[config.mk]
export PLATFORM = sky130hd
export DESIGN_NAME = wb_seq_multiplier
export DESIGN_NICKNAME = d
export VERILOG_FILES = /design/src/rtl/wb_mul_pkg.sv /design/src/rtl/wb_seq_multiplier_core.sv /design/src/rtl/wb_seq_multiplier.sv
export SDC_FILE = /design/constraint.sdc
export NUM_CORES = 1
export LEC_CHECK = 0
export BUFFER_PORTS_ARGS = -buffer_cell sky130_fd_sc_hd__buf_4
export CORE_MARGIN = 3
export CORE_UTILIZATION = 61
export CTS_CLUSTER_DIAMETER = 60
export DETAILED_ROUTE_END_ITERATION = 12
export HOLD_SLACK_MARGIN = 0.15
export PLACE_DENSITY = 0.86
export SETUP_SLACK_MARGIN = 0.05
export SYNTH_ARGS = -nofsm -noshare
export SYNTH_HDL_FRONTEND = slang
export SYNTH_SLANG_ARGS = --single-unit
[constraint.sdc]
create_clock -name clk -period 7.3 [get_ports clk]
set_clock_uncertainty 0.05 [all_clocks]
set_input_delay 0.365 -clock clk [delete_from_list [all_inputs] [get_ports clk]]
set_output_delay 0.365 -clock clk [all_outputs]
set_load 0.01 [all_outputs]
[src/rtl/wb_mul_pkg.sv]
// wb_mul_pkg: register map, CTRL bit positions and FSM states shared by the multiplier files.
package wb_mul_pkg;
  localparam logic [31:0] OFF_OPA    = 32'h00;
  localparam logic [31:0] OFF_OPB    = 32'h04;
  localparam logic [31:0] OFF_CTRL   = 32'h08;
  localparam logic [31:0] OFF_RES_LO = 32'h0C;
  localparam logic [31:0] OFF_RES_HI = 32'h10;
  localparam int CTRL_START  = 0;
  localparam int CTRL_SIGNED = 1;
  localparam int CTRL_IRQ_EN = 2;
  localparam int CTRL_BUSY   = 8;
  localparam int CTRL_DONE   = 9;
  typedef enum logic {S_IDLE, S_RUN} state_t;
endpackage

[src/rtl/wb_seq_multiplier_core.sv]
// wb_seq_multiplier_core: WIDTH-cycle shift-add multiplier on magnitudes, sign applied at the final write.
module wb_seq_multiplier_core
  import wb_mul_pkg::*;
#(
  parameter int WIDTH = 8
) (
  input  logic               clk,
  input  logic               reset,
  input  logic               start,
  input  logic               signed_mode,
  input  logic [WIDTH-1:0]   a,
  input  logic [WIDTH-1:0]   b,
  output logic               busy,
  output logic               done_pulse,
  output logic [2*WIDTH-1:0] product
);
  localparam int CW = $clog2(WIDTH);
  state_t state_q, state_d;
  logic [2*WIDTH-1:0] mcand_q, mcand_d, acc_q, acc_d, prod_q, prod_d, sum;
  logic [WIDTH-1:0] mplier_q, mplier_d, mag_a, mag_b;
  logic [CW-1:0] cnt_q, cnt_d;
  logic neg_q, neg_d, last;
  assign busy = state_q == S_RUN;
  assign done_pulse = last;
  assign product = prod_q;
  always_comb begin
    mag_a = signed_mode && a[WIDTH-1] ? -a : a;
    mag_b = signed_mode && b[WIDTH-1] ? -b : b;
    sum = acc_q + (mplier_q[0] ? mcand_q : '0);
    last = state_q == S_RUN && cnt_q == CW'(WIDTH - 1);
    state_d = state_q;
    mcand_d = mcand_q;
    mplier_d = mplier_q;
    acc_d = acc_q;
    cnt_d = cnt_q;
    neg_d = neg_q;
    prod_d = prod_q;
    if (state_q == S_IDLE) begin
      if (start) begin
        state_d = S_RUN;
        mcand_d = {{WIDTH{1'b0}}, mag_a};
        mplier_d = mag_b;
        acc_d = '0;
        cnt_d = '0;
        neg_d = signed_mode & (a[WIDTH-1] ^ b[WIDTH-1]);
      end
    end else begin
      acc_d = sum;
      mcand_d = mcand_q << 1;
      mplier_d = mplier_q >> 1;
      cnt_d = cnt_q + 1'b1;
      state_d = last ? S_IDLE : S_RUN;
      prod_d = last ? (neg_q ? -sum : sum) : prod_q;
    end
  end
  always_ff @(posedge clk or posedge reset)
    if (reset) begin
      state_q <= S_IDLE;
      mcand_q <= '0;
      mplier_q <= '0;
      acc_q <= '0;
      cnt_q <= '0;
      neg_q <= 1'b0;
      prod_q <= '0;
    end else begin
      state_q <= state_d;
      mcand_q <= mcand_d;
      mplier_q <= mplier_d;
      acc_q <= acc_d;
      cnt_q <= cnt_d;
      neg_q <= neg_d;
      prod_q <= prod_d;
    end
endmodule

[src/rtl/wb_seq_multiplier.sv]
// wb_seq_multiplier: pipelined Wishbone slave with operand/control/result registers around the multiplier core.
module wb_seq_multiplier
  import wb_mul_pkg::*;
#(
  parameter logic [31:0] BASE_ADDRESS = 32'h3000_0000,
  parameter int          WIDTH        = 8
) (
  input  logic        clk,
  input  logic        reset,
  input  logic        i_wb_cyc,
  input  logic        i_wb_stb,
  input  logic        i_wb_we,
  input  logic [31:0] i_wb_addr,
  input  logic [31:0] i_wb_data,
  output logic        o_wb_ack,
  output logic        o_wb_stall,
  output logic [31:0] o_wb_data,
  output logic        o_irq
);
  logic acc, wr, wr_ctrl, start, busy, done_pulse, done_q, done_d, sgn_q, irq_en_q, res_sgn_q, unused;
  logic sel_opa, sel_opb, sel_ctrl, sel_lo, sel_hi;
  logic [WIDTH-1:0] opa_q, opb_q;
  logic [2*WIDTH-1:0] product;
  logic [63:0] res_ext;
  logic [31:0] ctrl_rd, rdata;
  assign o_wb_stall = busy & i_wb_we;
  assign acc = i_wb_cyc & i_wb_stb & ~o_wb_stall;
  assign wr = acc & i_wb_we;
  assign sel_opa = i_wb_addr == BASE_ADDRESS + OFF_OPA;
  assign sel_opb = i_wb_addr == BASE_ADDRESS + OFF_OPB;
  assign sel_ctrl = i_wb_addr == BASE_ADDRESS + OFF_CTRL;
  assign sel_lo = i_wb_addr == BASE_ADDRESS + OFF_RES_LO;
  assign sel_hi = i_wb_addr == BASE_ADDRESS + OFF_RES_HI;
  assign wr_ctrl = wr & sel_ctrl;
  assign start = wr_ctrl & i_wb_data[CTRL_START];
  // A completing run beats a same-cycle clear; start clears done on its own edge.
  assign done_d = done_pulse | (done_q & ~start & ~(wr_ctrl & i_wb_data[CTRL_DONE]));
  assign res_ext = res_sgn_q ? 64'($signed(product)) : 64'(product);
  assign ctrl_rd = {22'd0, done_q, busy, 5'd0, irq_en_q, sgn_q, 1'b0};
  assign rdata = sel_opa ? 32'(opa_q) : sel_opb ? 32'(opb_q) : sel_ctrl ? ctrl_rd :
                 sel_lo ? res_ext[31:0] : sel_hi && WIDTH > 16 ? res_ext[63:32] : 32'd0;
  assign unused = ^{i_wb_data, res_ext};
  wb_seq_multiplier_core #(.WIDTH(WIDTH)) u_core (
    .clk(clk),
    .reset(reset),
    .start(start),
    .signed_mode(i_wb_data[CTRL_SIGNED]),
    .a(opa_q),
    .b(opb_q),
    .busy(busy),
    .done_pulse(done_pulse),
    .product(product)
  );
  always_ff @(posedge clk or posedge reset)
    if (reset) begin
      opa_q <= '0;
      opb_q <= '0;
      sgn_q <= 1'b0;
      irq_en_q <= 1'b0;
      res_sgn_q <= 1'b0;
      done_q <= 1'b0;
      o_wb_ack <= 1'b0;
      o_wb_data <= '0;
      o_irq <= 1'b0;
    end else begin
      opa_q <= wr & sel_opa ? i_wb_data[WIDTH-1:0] : opa_q;
      opb_q <= wr & sel_opb ? i_wb_data[WIDTH-1:0] : opb_q;
      sgn_q <= wr_ctrl ? i_wb_data[CTRL_SIGNED] : sgn_q;
      irq_en_q <= wr_ctrl ? i_wb_data[CTRL_IRQ_EN] : irq_en_q;
      res_sgn_q <= done_pulse ? sgn_q : res_sgn_q;
      done_q <= done_d;
      o_wb_ack <= acc;
      o_wb_data <= acc ? rdata : o_wb_data;
      o_irq <= done_q & irq_en_q;
    end
endmodule

==> impl_metrics.csv <==
group,metric,value,unit
clock_tree,cts_tree,"built",
logic_synthesis,synthArstFlopShare,1.00,
routing,firstDrtPassIters,5,
logic_synthesis,synth_area,0.00585,mm^2
flow_run,cap_violations,0,
clock_tree,cts_setup_buffers,0,
routing,wire_per_inst,16.2,um
power_and_ir_drop,p_int,0.000747,W
logic_synthesis,synth_area_leaders,"dfrtp_1, nand2_1, o21ai_0, ha_1, mux2_2",
clock_tree,h-tree-depth,3,
critical_path,cp-end-kind,"flip-flop",
critical_path,cp.arrival,4.33,ns
logic_synthesis,synthCells,649,
grt,grt_pass1_wl,22300,um
sta,tightest_slew,1.21,ns
logic_synthesis,syn_area_per_cell,9.02,um^2
power_and_ir_drop,pwr-share-clk,0.369,
grt,grt_usage,0.252,
sta,slew_violations,0,
power_and_ir_drop,power,0.000980,W
logic_synthesis,yosysSeqAreaShare,0.428,
power_and_ir_drop,swShare,0.237,
die,die_w,104,um
finish,fillCellCount,728,
critical_path,crit_family,"simple AND/OR/NAND/NOR gates",
routing,vias_per_cell,5.89,
place,port_buffers,80,
critical_path,worst_ep_required_time,7.50,ns
critical_path,cp-start-kind,"flip-flop",
power_and_ir_drop,p_seq_frac,0.571,
critical_path,criticalPathCategory,"reg2reg",
finish,final-seq-area,0.00250,mm^2
die,row_count,35,
sta,tns,0,ns
die,die_y,104,um
clock_tree,cts_inserted_buffers,9,
routing,drc,0,
sta,slew_headroom,0.191,
sta,min_period,4.12,ns
logic_synthesis,syn_nets,739,
finish,num_antenna_cells,0,
min_path,worstHoldPathType,"in2reg",
routing,drtIter0Drc,311,
die,coreArea,0.00928,mm^2
logic_synthesis,synth_edf_count,0,
power_and_ir_drop,comb_power_share,0.059,
grt,grt-ovfl-total,0,
clock_tree,clock_path_buffers,2,
critical_path,crit_path_max_fanout,17,
die,pin_count,104,
critical_path,crit_buf_inv,0,
place,gp_congestion,0.915,
grt,antenna_found_initial,0,
clock_tree,cts_root_buffer,"clkbuf_8",
outcome,status,"finished, final reports clean",
critical_path,crit_slowest_cell,"dfrtp_1",
power_and_ir_drop,powerDensity,148,mW/mm^2
power_and_ir_drop,leakagePower,3.13,nW
logic_synthesis,ys_warn_count,0,
grt,grt_max_degree,77,
critical_path,cp_cell_sequence,"and2_1 -> ha_1 -> fa_1 -> a21o_1 -> and4_2 -> or4_4 -> nand4_2 -> or4b_4 -> or4_4 -> o311ai_0 -> o211ai_1",
finish,drive_above_1_share,0.184,
logic_synthesis,yosysTopAreaCell,"dfrtp_1",
die,die_area,0.0108,mm^2
critical_path,max_stage_delay,0.55,ns
power_and_ir_drop,switchingPower,0.000233,W
finish,fin_nets,790,
clock_tree,clkTransAtPathRegs,0.10,ns
finish,multi_input_area,0.00301,mm^2
die,initial_utilization,0.630,
clock_tree,clk_latency,0.38,ns
sta,hold_viol,0,
sta,max_freq,242,MHz
clock_tree,clock-sinks,100,
place,place.detailed.hpwl,10000,um
critical_path,cp_common_cell,"or4_4",
logic_synthesis,synth-seq-cells,100,
sta,post-route-period-util,0.565,
routing,ant_nets,0,
sta,finalSetupViolCount,0,
logic_synthesis,synth_top_area_frac,0.428,
routing,vias,4915,
power_and_ir_drop,vdd_drop_max,169,uV
logic_synthesis,ys_top_cells_by_count,"nand2_1, dfrtp_1, o21ai_0",
logic_synthesis,synth.distinct_cells,63,
logic_synthesis,yosysMostFrequentCell,"nand2_1",
finish,area.growth.synth_to_final,12.8,%
logic_synthesis,synth-main-ff-cell,"dfrtp_1",
routing,routed_wl,13500,um
grt,grt_pass1_vias,4645,
sta,rsz0062_at_grt,"false",
==> through the flow <==
stage | util | hold slack [ns] | cells | setup slack [ns] | instance area [um^2]
after floorplan | - | 0.395 | 649 | 3.54 | 5850
after global placement | 0.687 | 0.296 | 815 | 3.20 | 6370
after detailed placement | 0.687 | 0.304 | 815 | 3.17 | 6370
after CTS | 0.711 | 0.157 | 834 | 3.17 | 6600
after global routing | 0.711 | 0.158 | 834 | 2.95 | 6600
final | 0.711 | 0.176 | 834 | 3.18 | 6600
==> power by group through the flow <==
stage                     clock, W  combinational [W]  sequential, W
after floorplan                  0          0.0000222       0.000573
after CTS                 0.000368          0.0000593       0.000560
after global routing      0.000391          0.0000644       0.000561
final                     0.000362          0.0000582       0.000560
after global placement           0          0.0000562       0.000571
after detailed placement         0          0.0000580       0.000571
==> placed cells by master (no fill, tap or decap), types with 5 or more instances in the layout <==
| cell type | n |
|---|---|
| nand3_1 | 21 |
| a21o_1 | 12 |
| xor2_1 | 14 |
| a21oi_1 | 14 |
| nand2_1 | 134 |
| buf_4 | 83 |
| o21ai_0 | 66 |
| and2_1 | 21 |
| o211ai_1 | 15 |
| clkbuf_8 | 9 |
| dfrtp_1 | 99 |
| ha_1 | 20 |
| nor4_1 | 6 |
| mux2_2 | 17 |
| o31ai_1 | 7 |
| nor3_1 | 8 |
| mux2i_1 | 7 |
| inv_1 | 18 |
| xnor2_1 | 15 |
| nor2_1 | 34 |
| a211oi_1 | 5 |
| a221oi_1 | 6 |
==> sequential cells by signal, summed over array words and instances (netlist names), 3 cells and up <==
signal and flops:
u_core.mcand_q 16, u_core.product 16, u_core.mplier_q 8, opb_q 8, u_core.cnt_q 3, o_wb_data 17, opa_q 8, u_core.acc_q 16
==> layer usage <==
| metal | GRT usage | part of all wire | up-vias |
|---|---|---|---|
| met3 | 0.0478 | 0.044 | 23 |
| met2 | 0.435 | 0.52 | 127 |
| met1 | 0.325 | 0.42 | 2400 |
| li1 | - | - | 2365 |
| met4 | 0.0665 | 0.017 | 0 |
| met5 | 0 | 0 | - |
==> area by class of cell <==
class / count / share of cell area
clock buffer: 10 / 0.0193
multi-input combinational: 483 / 0.456
tap: 129 / 0.0245
sequential: 100 / 0.379
clock inverter: 6 / 0.0104
timing repair buffer: 86 / 0.0989
inverter: 20 / 0.0118
==> worst paths after layout <==
check	slack (ns)	startpoint	endpoint	cells past startpoint
worst max-delay path	3.18	u_core.mplier_q[0]	u_core.product[15]	11
worst min-delay path	0.18	i_wb_data[4]	opb_q[4]	2
worst max register to register	3.18	u_core.mplier_q[0]	u_core.product[15]	11
worst min register to register	0.43	o_wb_data[13]	o_wb_data[13]	2
max in group asynchronous	5.50	reset	u_core.busy	4
min in group asynchronous	0.45	reset	u_core.acc_q[14]	3
==> kinds of logic after synthesis <==
kind of cell | synth area share
AND/OR/NAND/NOR | 0.205
AO/OA/AOI/OAI | 0.167
flip-flops | 0.428
buffers and inverters | 0.0582
XOR/XNOR | 0.0434
multiplexers | 0.0524
adder cells (fa/ha/maj) | 0.0462
==> timing repair <==
item | CTS | global route
hold buffers | 3 | 0
endpoints found under the hold margin | 26 | 0
setup endpoints to repair | 0 | 0
gates resized for setup | 0 | 0
Note: power is estimated with default switching activity, not from simulation.
